`config.mk`:
```
export PLATFORM = sky130hd
export DESIGN_NAME = lms7_rx_fe_sched
export DESIGN_NICKNAME = d
export VERILOG_FILES = /design/src/rtl/lms7_rx_fe_sched.sv
export SDC_FILE = /design/constraint.sdc
export NUM_CORES = 1
export LEC_CHECK = 0
export CAP_MARGIN = 15
export CORE_UTILIZATION = 55
export DETAILED_ROUTE_END_ITERATION = 8
export GPL_ROUTABILITY_DRIVEN = 1
export PLACE_DENSITY = 0.75
export SLEW_MARGIN = 40
export SYNTH_ARGS = -nofsm -noshare
export SYNTH_HDL_FRONTEND = slang
export SYNTH_SLANG_ARGS = --single-unit
```
`constraint.sdc`:
```
create_clock -name in_sdr_clk -period 13.18 [get_ports in_sdr_clk]
set_input_delay 3.295 -clock in_sdr_clk [delete_from_list [all_inputs] [get_ports in_sdr_clk]]
set_output_delay 3.295 -clock in_sdr_clk [all_outputs]
set_load 0.02 [all_outputs]
```
`src/rtl/lms7_rx_fe_sched.sv`:
```
// lms7_rx_fe_sched: in-order RX frontend command queue whose entries are released
// on the fe_cmd handshake once their RX timestamp tag is due (wrap-safe compare).
module lms7_rx_fe_sched #(
  parameter int TS_BITS    = 30,
  parameter int DEPTH_BITS = 3
) (
  input  logic                  in_sdr_clk,
  input  logic                  fe_reset_n,
  input  logic [TS_BITS-1:0]    ts_current,
  input  logic [31:0]           sched_cmd_data,
  input  logic [TS_BITS-1:0]    sched_cmd_ts,
  input  logic                  sched_cmd_timed,
  input  logic                  sched_cmd_valid,
  output logic                  sched_cmd_ready,
  input  logic                  sched_flush,
  output logic [31:0]           fe_cmd_data,
  output logic                  fe_cmd_valid,
  input  logic                  fe_cmd_ready,
  output logic [DEPTH_BITS:0]   sched_fill,
  output logic [7:0]            sched_late_cnt,
  output logic                  sched_busy
);

  localparam int DEPTH = 1 << DEPTH_BITS;
  localparam logic [DEPTH_BITS:0] PTR_ONE  = {{DEPTH_BITS{1'b0}}, 1'b1};
  localparam logic [DEPTH_BITS:0] PTR_ZERO = {(DEPTH_BITS+1){1'b0}};

  logic [31:0]         mem_data [DEPTH];
  logic [TS_BITS-1:0]  mem_ts   [DEPTH];
  logic [DEPTH-1:0]    mem_timed;
  logic [DEPTH_BITS:0] wr_ptr;
  logic [DEPTH_BITS:0] rd_ptr;
  logic                run;

  logic [DEPTH_BITS-1:0] wr_idx;
  logic [DEPTH_BITS-1:0] head_idx;
  logic [TS_BITS-1:0]    head_diff;
  logic                  head_timed;
  logic                  empty;
  logic                  full;
  logic                  out_free;
  logic                  push;
  logic                  pop;
  logic                  late_inc;

  function automatic logic tag_due(input logic [TS_BITS-1:0] diff);
    return ~diff[TS_BITS-1];
  endfunction

  assign wr_idx     = wr_ptr[DEPTH_BITS-1:0];
  assign head_idx   = rd_ptr[DEPTH_BITS-1:0];
  assign head_diff  = ts_current - mem_ts[head_idx];
  assign head_timed = mem_timed[head_idx];
  assign empty      = (wr_ptr == rd_ptr);
  assign full       = (wr_ptr[DEPTH_BITS] != rd_ptr[DEPTH_BITS]) &&
                      (wr_ptr[DEPTH_BITS-1:0] == rd_ptr[DEPTH_BITS-1:0]);
  assign out_free   = ~fe_cmd_valid | fe_cmd_ready;

  // ready stays low until the first edge after reset so nothing is taken mid-reset
  assign sched_cmd_ready = run & ~full & ~sched_flush;
  assign push     = sched_cmd_valid & sched_cmd_ready;
  assign pop      = ~empty & ~sched_flush & (~head_timed | tag_due(head_diff)) & out_free;
  assign late_inc = pop & head_timed & (head_diff != {TS_BITS{1'b0}}) &
                    (sched_late_cnt != 8'hFF);

  assign sched_fill = wr_ptr - rd_ptr;
  assign sched_busy = ~empty | fe_cmd_valid;

  // Queue storage write port.
  always_ff @(posedge in_sdr_clk) begin
    if (push) begin
      mem_data[wr_idx]  <= sched_cmd_data;
      mem_ts[wr_idx]    <= sched_cmd_ts;
      mem_timed[wr_idx] <= sched_cmd_timed;
    end
  end

  // Queue pointers and post-reset enable.
  always_ff @(posedge in_sdr_clk or negedge fe_reset_n) begin
    if (!fe_reset_n) begin
      wr_ptr <= PTR_ZERO;
      rd_ptr <= PTR_ZERO;
      run    <= 1'b0;
    end else begin
      run <= 1'b1;
      if (sched_flush) begin
        wr_ptr <= PTR_ZERO;
        rd_ptr <= PTR_ZERO;
      end else begin
        if (push) wr_ptr <= wr_ptr + PTR_ONE;
        if (pop)  rd_ptr <= rd_ptr + PTR_ONE;
      end
    end
  end

  // Output register and saturating late counter.
  always_ff @(posedge in_sdr_clk or negedge fe_reset_n) begin
    if (!fe_reset_n) begin
      fe_cmd_data    <= 32'h0000_0000;
      fe_cmd_valid   <= 1'b0;
      sched_late_cnt <= 8'h00;
    end else begin
      if (pop) begin
        fe_cmd_data  <= mem_data[head_idx];
        fe_cmd_valid <= 1'b1;
      end else if (fe_cmd_ready) begin
        fe_cmd_valid <= 1'b0;
      end
      if (late_inc) sched_late_cnt <= sched_late_cnt + 8'd1;
    end
  end

endmodule

```
==> results of run 1 <==
[state kept, by name, summed over array words and instances (netlist names), 4 cells and up]
register / flops
fe_cmd_data: 32
mem_data: 256
mem_timed: 8
mem_ts: 240
rd_ptr: 4
sched_late_cnt: 8
wr_ptr: 4
[worst paths after layout]
path / endpoint / start / cells after the start / slack [ns]
worst max-delay path: sched_cmd_ready / sched_flush / 4 / 4.86
worst max register to register: sched_late_cnt[1] / rd_ptr[0] / 16 / 7.31
worst min register to register: wr_ptr[3] / wr_ptr[3] / 1 / 0.52
max in group asynchronous: rd_ptr[0] / fe_reset_n / 2 / 9.97
worst min-delay path: wr_ptr[3] / wr_ptr[3] / 1 / 0.52
min in group asynchronous: sched_late_cnt[5] / fe_reset_n / 2 / 2.77
[cell usage after synthesis, drive strengths merged (4+ instances only)]
| cell | number |
|---|---|
| a211oi | 9 |
| a21o | 6 |
| a21oi | 43 |
| a31oi | 34 |
| and2 | 5 |
| and3 | 4 |
| buf | 23 |
| clkbuf | 30 |
| dfrtp | 50 |
| edfxtp | 504 |
| ha | 35 |
| inv | 20 |
| mux2i | 32 |
| mux4 | 126 |
| nand2 | 111 |
| nand2b | 8 |
| nand3 | 10 |
| nand4 | 8 |
| nor2 | 71 |
| nor3 | 9 |
| o211ai | 6 |
| o21a | 5 |
| o21ai | 26 |
| o21bai | 4 |
| or3 | 7 |
| or4 | 5 |
| xnor2 | 10 |
| xor2 | 14 |
[area by class of cell]
cell class                      instances  area (um2)
Sequential cell                       554       16400
Fill cell                            2822       14000
Multi-Input combinational cell        633        6100
Timing Repair Buffer                  170        1750
Clock buffer                           67        1430
Tap cell                              532         666
Clock inverter                         36         312
Inverter                               20        75.1
Antenna cell                            3        7.51
[metrics by stage]
step / util (%) / cell area [um2] / hold WS (ns) / instances / setup slack, ns
finish: 65.6 / 26700 / 0.517 / 2015 / 4.86
global route: 65.6 / 26700 / 0.547 / 2013 / 4.75
CTS: 65.5 / 26700 / 0.511 / 2011 / 4.86
detailed placement: 61.3 / 25000 / 0.499 / 1908 / 4.87
global placement: 60.9 / 24800 / 0.492 / 1903 / 4.85
floorplan: - / 22700 / 0.469 / 1260 / 3.84
[layer usage]
layer  vias up  routed length [um]  global-route usage (%)
li1       5418                   -                       -
met1      6268               20100                    32.6
met2       410               24100                    39.5
met3        75                3230                    4.83
met4         6                1110                    7.70
met5         -                  50                       0
[where the power goes]
group	leakage (nW)	internal (W)	total (W)	switching [W]
combinational	2.92	0.000322	0.000679	0.000357
sequential	5.13	0.00198	0.00204	0.0000571
clock	0.857	0.000856	0.00150	0.000648
[cells by family after synthesis]
family	Yosys count	synth area share (%)
AOI/OAI and AO/OA	161	4.66
and+or+nand+nor	249	4.84
DFF	554	72.2
other	1	0.0165
muxes	161	14.1
xor gates and xnor gates	24	0.926
buffers and inverters	73	1.23
adders and majority gates	37	2.11
==> summary.md, run 1 <==
| Metric | Value |
|---|---|
| Outcome | completed |
| Maximum clock path buffer count | 3 |
| Synthesized area | about 23000 um2 |
| Top cell type's share of synthesized area | about two thirds |
| Setup TNS | 0 ns |
| Hold WC Path Type | register to register |
| Setup Skew | 0.0204 ns |
| H-Tree Depth | 2 |
| Syn Area/Cell | 18.0 um2 |
| Hpwl dp | approximately 29000 um |
| Core Region | 40700 um2 |
| Maxcap violations | 0 |
| Commonest cells after routing, fill and taps aside | 504 x edfxtp_1, 143 x clkdlybuf4s50_1, 126 x mux4_2, 110 x nand2_1, 65 x nor2_1 |
| Root buf cell | clkbuf_16 |
| CP top delay family | buffers and inverters |
| RSZ-0062 raised after global routing | false |
| Vias/cell | 6.04 |
| Crit path required time | 9.89 ns |
| Most common cell after layout, fill and taps aside | edfxtp_1 |
| Distinct cells, synth | 59 |
| Worst-skew pair later-pin latency | 0.61 ns |
| Post-DRT Antenna Nets | 0 |
| CTS resizes | 0 |
| Final setup viols | 0 |
| CP bufs+invs | 2 |
| Critical Path AT | 5.02 ns |
| Global route overflow | 0 |
| Period utilisation layout | 63.1% |
| Layout cells sized above 1 | roughly 17% |
| Worst Tran Pin Value | between 0.7 and 0.8 ns |
| Pleak | 8.91 nW |
| Slew HR | 50.0% |
| Total Routing Usage GR | 24.1% |
| Syn-to-layout area delta | 17.7% |
| DRC Markers | 0 |
| Port Buffer Count | roughly 140 |
| Post-synth EDFFs | 504 |
| Final hold violations | 0 |
| CP max FO | 11 |
| Post-synth ARST share | 9.03% |
| Max stage delay on crit path | 0.64 ns |
| Tmin final | 8.32 ns |
| Die X | approximately 210 um |
| Clk sinks | about 550 |
| GP Congestion | ~0.94 |
| Overall power | 0.00422 W |
| Initial antenna violation count | 4 |
| TritonCTS buffer count | 55 |
| Synth Flop Type | edfxtp_1 |
| Max Fclk | 0.120 GHz |
| Post-Syn Nets | 1395 |
| Critical path class | primary input to output port |
| CP most frequent cell | clkdlybuf4s50_1 |
| Crit end category | output port |
| Register area share after synthesis | 72.2% |
| Final Slew Violations | 0 |
| Number of global-route vias before repair | 12800 |
| Drt total wl | 48600 um |
| Boundary pin count | about 150 |
| Worst VDD drop | 145 uV |
| Drt wl/cell | 24.1 um |
| Largest net degree at the start of global routing | 71 |
| Setup bufs post-CTS | 0 |
| Ys Warns | 0 |
| CP max stage cell | clkdlybuf4s50_1 |
| DRT Pass-1 Iters | 6 |
| CP cell instances | clkdlybuf4s50_1, nand2b_1, a41oi_1, clkdlybuf4s50_1 |
| Die Y | 205 um |
| Startpoint types | primary input |
| DIE AREA | 42100 um2 |
| DR vias | 12200 |
| Nets | ~1600 |
| Initial Utilization | 55.7% |
| Gate Count Post-Synth | 1260 |
| Drt initial violations | 867 |
| Seq cells post-synth | 554 |
| Clock transition at path regs | 0.06 ns |
| Row count | between 70 and 80 |
| Hold-fix buffers, CTS | 0 |
| First-pass GRT wire length | 74500 um |
| CTS tree | built |
| Synth area leader | edfxtp_1 |
| Top post-synthesis cells by area | edfxtp_1 67%, mux4_2 12%, dfrtp_1 5.5% |
| Power per cell area | 158 nW/um2 |
No activity file was read; power rests on OpenSTA's default activity.
==> run 2, diff against run 1 <==
==> constraint.sdc (replaced) <==
create_clock -name in_sdr_clk -period 7.9 [get_ports in_sdr_clk]
set_input_delay 1.975 -clock in_sdr_clk [delete_from_list [all_inputs] [get_ports in_sdr_clk]]
set_output_delay 1.975 -clock in_sdr_clk [all_outputs]
set_load 0.02 [all_outputs]
==> run 2 against run 1 <==
Combinational power is 69% higher. Global-route usage grew 0.84 points. Clock power grew 77%. Wire length grew 4.4%. Power up 71%. Sequential share of layout area decreased by 0.26 points. Critical path depth up 4. Design area increased by 0.43%. Largest power group unchanged. Highest routed layer unchanged.
==> summary.md, run 2 (synthesis gave the netlist of run 1 again) <==
| Metric | Value |
|---|---|
| Outcome | completed |
| CTS resizes | 0 |
| Max Fclk | 0.169 GHz |
| Worst Tran Pin Value | 0.847 ns |
| Hpwl dp | 29900 um |
| Largest regs | mem_data (256), mem_ts (240), fe_cmd_data (32) |
| Number of global-route vias before repair | about 13000 |
| Drt initial violations | ~960 |
| Global route overflow | 0 |
| Commonest cells after routing, fill and taps aside | 504 x edfxtp_1, 143 x clkdlybuf4s50_1, 126 x mux4_2, 110 x nand2_1, 65 x nor2_1 |
| End of the worst hold path | wr_ptr[3] |
| Max stage delay on crit path | about 0.70 ns |
| Fillcell total | 2706 |
| Power per cell area | 268 nW/um2 |
| Final hold violations | 0 |
| Clock transition at path regs | 0.06 ns |
| Drt total wl | 50800 um |
| Initial Utilization | a little under three fifths |
| R2r endpoint | rd_ptr[2] |
| Post-Layout Inst Area | 26800 um2 |
| Pleak | between 8 and 9 nW |
| Flop2flop setup slack | 2.04 ns |
| Hold-fix buffers, CTS | 0 |
| GRT Max-Usage Layer | met2 |
| Syn-to-layout area delta | 18.2% |
| Worst-skew pair later-pin latency | 0.59 ns |
| Met1 Use GR | 34.4% |
| Routing usage on met3 | about 4.2% |
| First-pass GRT wire length | 76400 um |
| RSZ-0062 raised after global routing | false |
| Biggest register | mem_data |
| Layout cells sized above 1 | 17.3% |
| Met2 Resource Use GR | between 40% and 50% |
| Final hold slack | 0.502 ns |
| Final Slew Violations | 0 |
| CP max FO | 37 |
| Most common cell after layout, fill and taps aside | edfxtp_1 |
| Row count | 74 |
| Port Buffer Count | 144 |
| H-Tree Depth | 2 |
| Startpoint types | register |
| Final setup viols | 0 |
| Maxcap violations | 0 |
| Maximum clock path buffer count | 3 |
| CTS tree | built |
| Core Region | 40700 um2 |
| Reg2reg path depth | 16 |
| Die X | 205 um |
| DRC Markers | 0 |
| TritonCTS buffer count | 53 |
| Worst Hold Depth | 1 |
| Period utilisation layout | 75.1% |
| Max reg flops | ~260 |
| Setup Skew | approximately 0.018 ns |
| Total Routing Usage GR | between 20% and 30% |
| DRT Pass-1 Iters | 5 |
| Hold WC Path Type | register to register |
| Vias/cell | 6.07 |
| Post-DP Area | 25000 um2 |
| Slew HR | 43.4% |
| CP most frequent cell | buf_4 |
| Largest net degree at the start of global routing | 70 |
| GP Congestion | 0.941 |
| Hold Path Origin | wr_ptr[3] |
| Clk sinks | 554 |
| Drt wl/cell | 25.2 um |
| Overall power | between 0.007 and 0.008 W |
| CP max stage cell | inv_2 |
| Nets | 1570 |
| Placed instance count | about 1900 |
| CP cell instances | buf_4, inv_2, buf_4, ha_1, nand3_1, nor2_1, nand2_1, clkdlybuf4s50_1 |
| Root buf cell | clkbuf_16 |
| Tmin final | 5.93 ns |
| DIE AREA | 42100 um2 |
| Worst r2r src | rd_ptr[2] |
| Critical Path Source | rd_ptr[2] |
| Initial antenna violation count | 5 |
| Critical path class | register to output port |
| Boundary pin count | approximately 150 |
| Setup TNS | 0 ns |
| Critical Path AT | 3.96 ns |
| Worst VDD drop | 249 uV |
| DR vias | around 12000 |
| Die Y | 205 um |
| Setup bufs post-CTS | 0 |
| Non-filler cells, final | between 2000 and 2500 |
| Post-DRT Antenna Nets | 0 |
| Crit path required time | 5.93 ns |
| Crit end category | output port |
-- run 2: cell count changes in the layout (fill, tap and decap cells not counted), sizes merged --
cell	delta
buf	+3
bufinv	+3
clkbuf	+12
clkinv	-16
inv	-2
-- run 2: worst max path at each step --
stage	end	slack [ns]	cells after the start
2_1_floorplan	mem_data[7][0]	1.53	6
6_report	sched_busy	1.97	8
3_3_place_gp	sched_late_cnt[1]	1.65	14
4_1_cts	sched_busy	1.91	8
3_5_place_dp	sched_late_cnt[1]	1.68	14
5_1_grt	rd_ptr[2]	1.75	16
-- run 2: worst max-delay path: cells and delay by family (launching register included) --
family,cells,cell delay [ns]
adder cells (fa/ha/maj),1,0.26
AND/OR/NAND/NOR,3,0.63
buffers and inverters,4,2.10
flip-flops,1,0.36
-- run 2: power by group --
group	switching, W	total, W	leakage, nW	internal (W)
sequential	0.0000938	0.00340	5.13	0.00331
clock	0.00105	0.00265	0.902	0.00160
combinational	0.000616	0.00115	2.92	0.000533
total	0.00176	0.00720	8.95	0.00544
-- run 2: per-stage QoR --
stage,utilization (%),setup WS (ns)
after floorplan,-,1.53
after global placement,61.0,1.65
after detailed placement,61.3,1.68
after CTS,65.9,1.91
after global routing,65.9,1.75
final,65.9,1.97
-- run 2: routing by layer --
metal  vias to the layer above  wire length [um]
met3                        87              3300
li1                       5419                 -
met2                       441             25100
met1                      6290             21300
met5                         -                21
met4                         4              1100
-- run 2: area by class of cell --
| cell class | count | area [um2] | share of cell area, % |
|---|---|---|---|
| antenna | 3 | 7.51 | 0.0280 |
| clock buffer | 79 | 1570 | 5.84 |
| clock inverter | 21 | 287 | 1.07 |
| inverter | 20 | 75.1 | 0.280 |
| multi-input combinational | 633 | 6110 | 22.8 |
| sequential | 554 | 16400 | 61.1 |
| tap | 532 | 666 | 2.48 |
| timing repair buffer | 173 | 1740 | 6.49 |
==> run 3, diff against run 2 <==
==> constraint.sdc (replaced) <==
create_clock -name in_sdr_clk -period 5.6 [get_ports in_sdr_clk]
set_input_delay 1.4 -clock in_sdr_clk [delete_from_list [all_inputs] [get_ports in_sdr_clk]]
set_output_delay 1.4 -clock in_sdr_clk [all_outputs]
set_load 0.02 [all_outputs]
==> run 3 against run 2 <==
Non-clock buffer count rose by 2. Global-route usage fell by 0.48 points. Sequential share of layout area fell by 0.17 points. Sequential power rose by 41%. Final cell count barely moved. Combinational power rose by 43%. Sequential cell count did not move. First-iteration DRC count rose by 1.7%. Utilization rose by 0.18 points. Count of clock-buffer cells in the layout fell by 14. Worst setup slack got worse by 1.5 ns. Largest cell class unchanged. Highest routed layer unchanged.
==> summary.md, run 3 (synthesis gave the netlist of run 1 again) <==
| Metric | Value |
|---|---|
| Outcome | completed |
| Drt wl/cell | 24.6 um |
| Worst-skew pair later-pin latency | 0.60 ns |
| Global route overflow | 0 |
| Slew HR | between 50% and 60% |
| Vias/cell | 6.07 |
| Setup bufs post-CTS | 0 |
| Post-DRT Antenna Nets | 0 |
| Initial Utilization | 55.7% |
| Critical path class | register to register |
| Die X | around 200 um |
| Nets | 1573 |
| Total Routing Usage GR | 24.4% |
| DRC Markers | 0 |
| Overall power | 0.0102 W |
| Maxcap violations | 0 |
| Hpwl dp | 28600 um |
| Tmin final | ~5.1 ns |
| Initial antenna violation count | 4 |
| Final setup viols | 0 |
| Drt initial violations | 974 |
| CP max FO | 18 |
| GP Congestion | 0.925 |
| Boundary pin count | 145 |
| DRT Pass-1 Iters | 5 |
| Critical Path AT | 5.58 ns |
| H-Tree Depth | 2 |
| Hold WC Path Type | register to register |
| Setup TNS | 0 ns |
| Hold-fix buffers, CTS | 0 |
| Largest net degree at the start of global routing | 70 |
| Post-DP Area | roughly 25000 um2 |
| Clk sinks | 554 |
| Number of global-route vias before repair | 12600 |
| DIE AREA | 42100 um2 |
| CTS resizes | 0 |
| Row count | 74 |
| Power per cell area | 378 nW/um2 |
| Die Y | around 200 um |
| Commonest cells after routing, fill and taps aside | 504 x edfxtp_1, 143 x clkdlybuf4s50_1, 126 x mux4_2, 110 x nand2_1, 65 x nor2_1 |
| Most common cell after layout, fill and taps aside | edfxtp_1 |
| Crit path required time | 6.07 ns |
| Post-Layout Inst Area | about 27000 um2 |
| Worst Tran Pin Value | 0.708 ns |
| Biggest register | mem_data |
| Max reg flops | 256 |
| CTS tree | built |
| Syn-to-layout area delta | 18.6% |
| Layout cells sized above 1 | ~17% |
| Crit end category | register |
| Largest regs | mem_data (256), mem_ts (240), fe_cmd_data (32) |
| Reg2reg path depth | 15 |
| Root buf cell | clkbuf_16 |
| Port Buffer Count | 144 |
| Final hold violations | 0 |
| Drt total wl | 49600 um |
| Flop2flop setup slack | 0.49 ns |
| Worst VDD drop | 443 uV |
| Worst Hold Depth | 1 |
| TritonCTS buffer count | 54 |
| Clock transition at path regs | 0.06 ns |
| Period utilisation layout | 91.2% |
| Final Slew Violations | 0 |
| Startpoint types | register |
| Setup Skew | 0.0206 ns |
| Pleak | 8.97 nW |
| Max Fclk | 0.196 GHz |
| Maximum clock path buffer count | 3 |
| DR vias | around 12000 |
| RSZ-0062 raised after global routing | false |
| First-pass GRT wire length | 75400 um |
| Core Region | approximately 40000 um2 |
-- run 3: changes by cell type in the layout (fill, tap and decap cells not counted), sizes merged --
cell,before,now
diode,3,2
clkbuf,79,65
bufinv,7,9
buf,30,32
clkinv,10,23
-- run 3: path summary, 6_finish.rpt --
check / endpoint / from
max in group asynchronous: rd_ptr[0] / fe_reset_n
worst min-delay path: wr_ptr[3] / wr_ptr[3]
worst max-delay path: sched_late_cnt[1] / rd_ptr[0]
worst max register to register: sched_late_cnt[1] / rd_ptr[0]
min in group asynchronous: fe_cmd_data[27] / fe_reset_n
worst min register to register: wr_ptr[3] / wr_ptr[3]
-- run 3: power breakdown --
part,switching [W],internal (W),total [W]
Combinational,0.000870,0.000765,0.00164
Sequential,0.000121,0.00467,0.00479
Clock,0.00151,0.00223,0.00374
Total,0.00250,0.00766,0.0102
-- run 3: per-stage QoR --
step / hold WS, ns / cells / worst slack (ns) / utilization [%]
after floorplan: 0.469 / 1260 / -0.216 / -
after global placement: 0.483 / 1914 / 0.324 / 61.5
after detailed placement: 0.503 / 1914 / 0.270 / 61.5
after CTS: 0.512 / 2015 / 0.421 / 66.1
after global routing: 0.538 / 2016 / 0.241 / 66.1
final: 0.515 / 2017 / 0.492 / 66.1
-- run 3: critical path, stage by stage, from the launching register on --
cell and delay, ns:
dfrtp_4 0.64, buf_12 0.25, mux4_2 0.52, mux2i_1 0.35, ha_1 0.39, nand2b_1 0.13
a211oi_1 0.08, buf_4 0.16, o21ai_0 0.42, a211oi_1 0.16, a2111o_1 0.43, a2111o_1 0.32
nor4_1 0.29, and4_1 0.42, nor3_1 0.13, mux2_2 0.28
-- run 3: area by class of cell --
| class | instances | area [um2] |
|---|---|---|
| repair buffers | 175 | 1820 |
| clock inverters | 36 | 425 |
| clock buffers | 65 | 1420 |
| multi-input cells | 633 | 6110 |
| flip-flops and latches | 554 | 16400 |
| well taps | 532 | 666 |
| diodes | 2 | 5.00 |
| fillers | 2736 | 13800 |
| inverters | 20 | 75.1 |
-- run 3: layer usage --
layer / wire length [um] / track usage, % / vias up
met5: 27 / 0 / -
met4: 851 / 5.85 / 4
met3: 3390 / 4.91 / 67
met2: 24700 / 40.3 / 412
met1: 20600 / 33.8 / 6304
li1: - / - / 5451
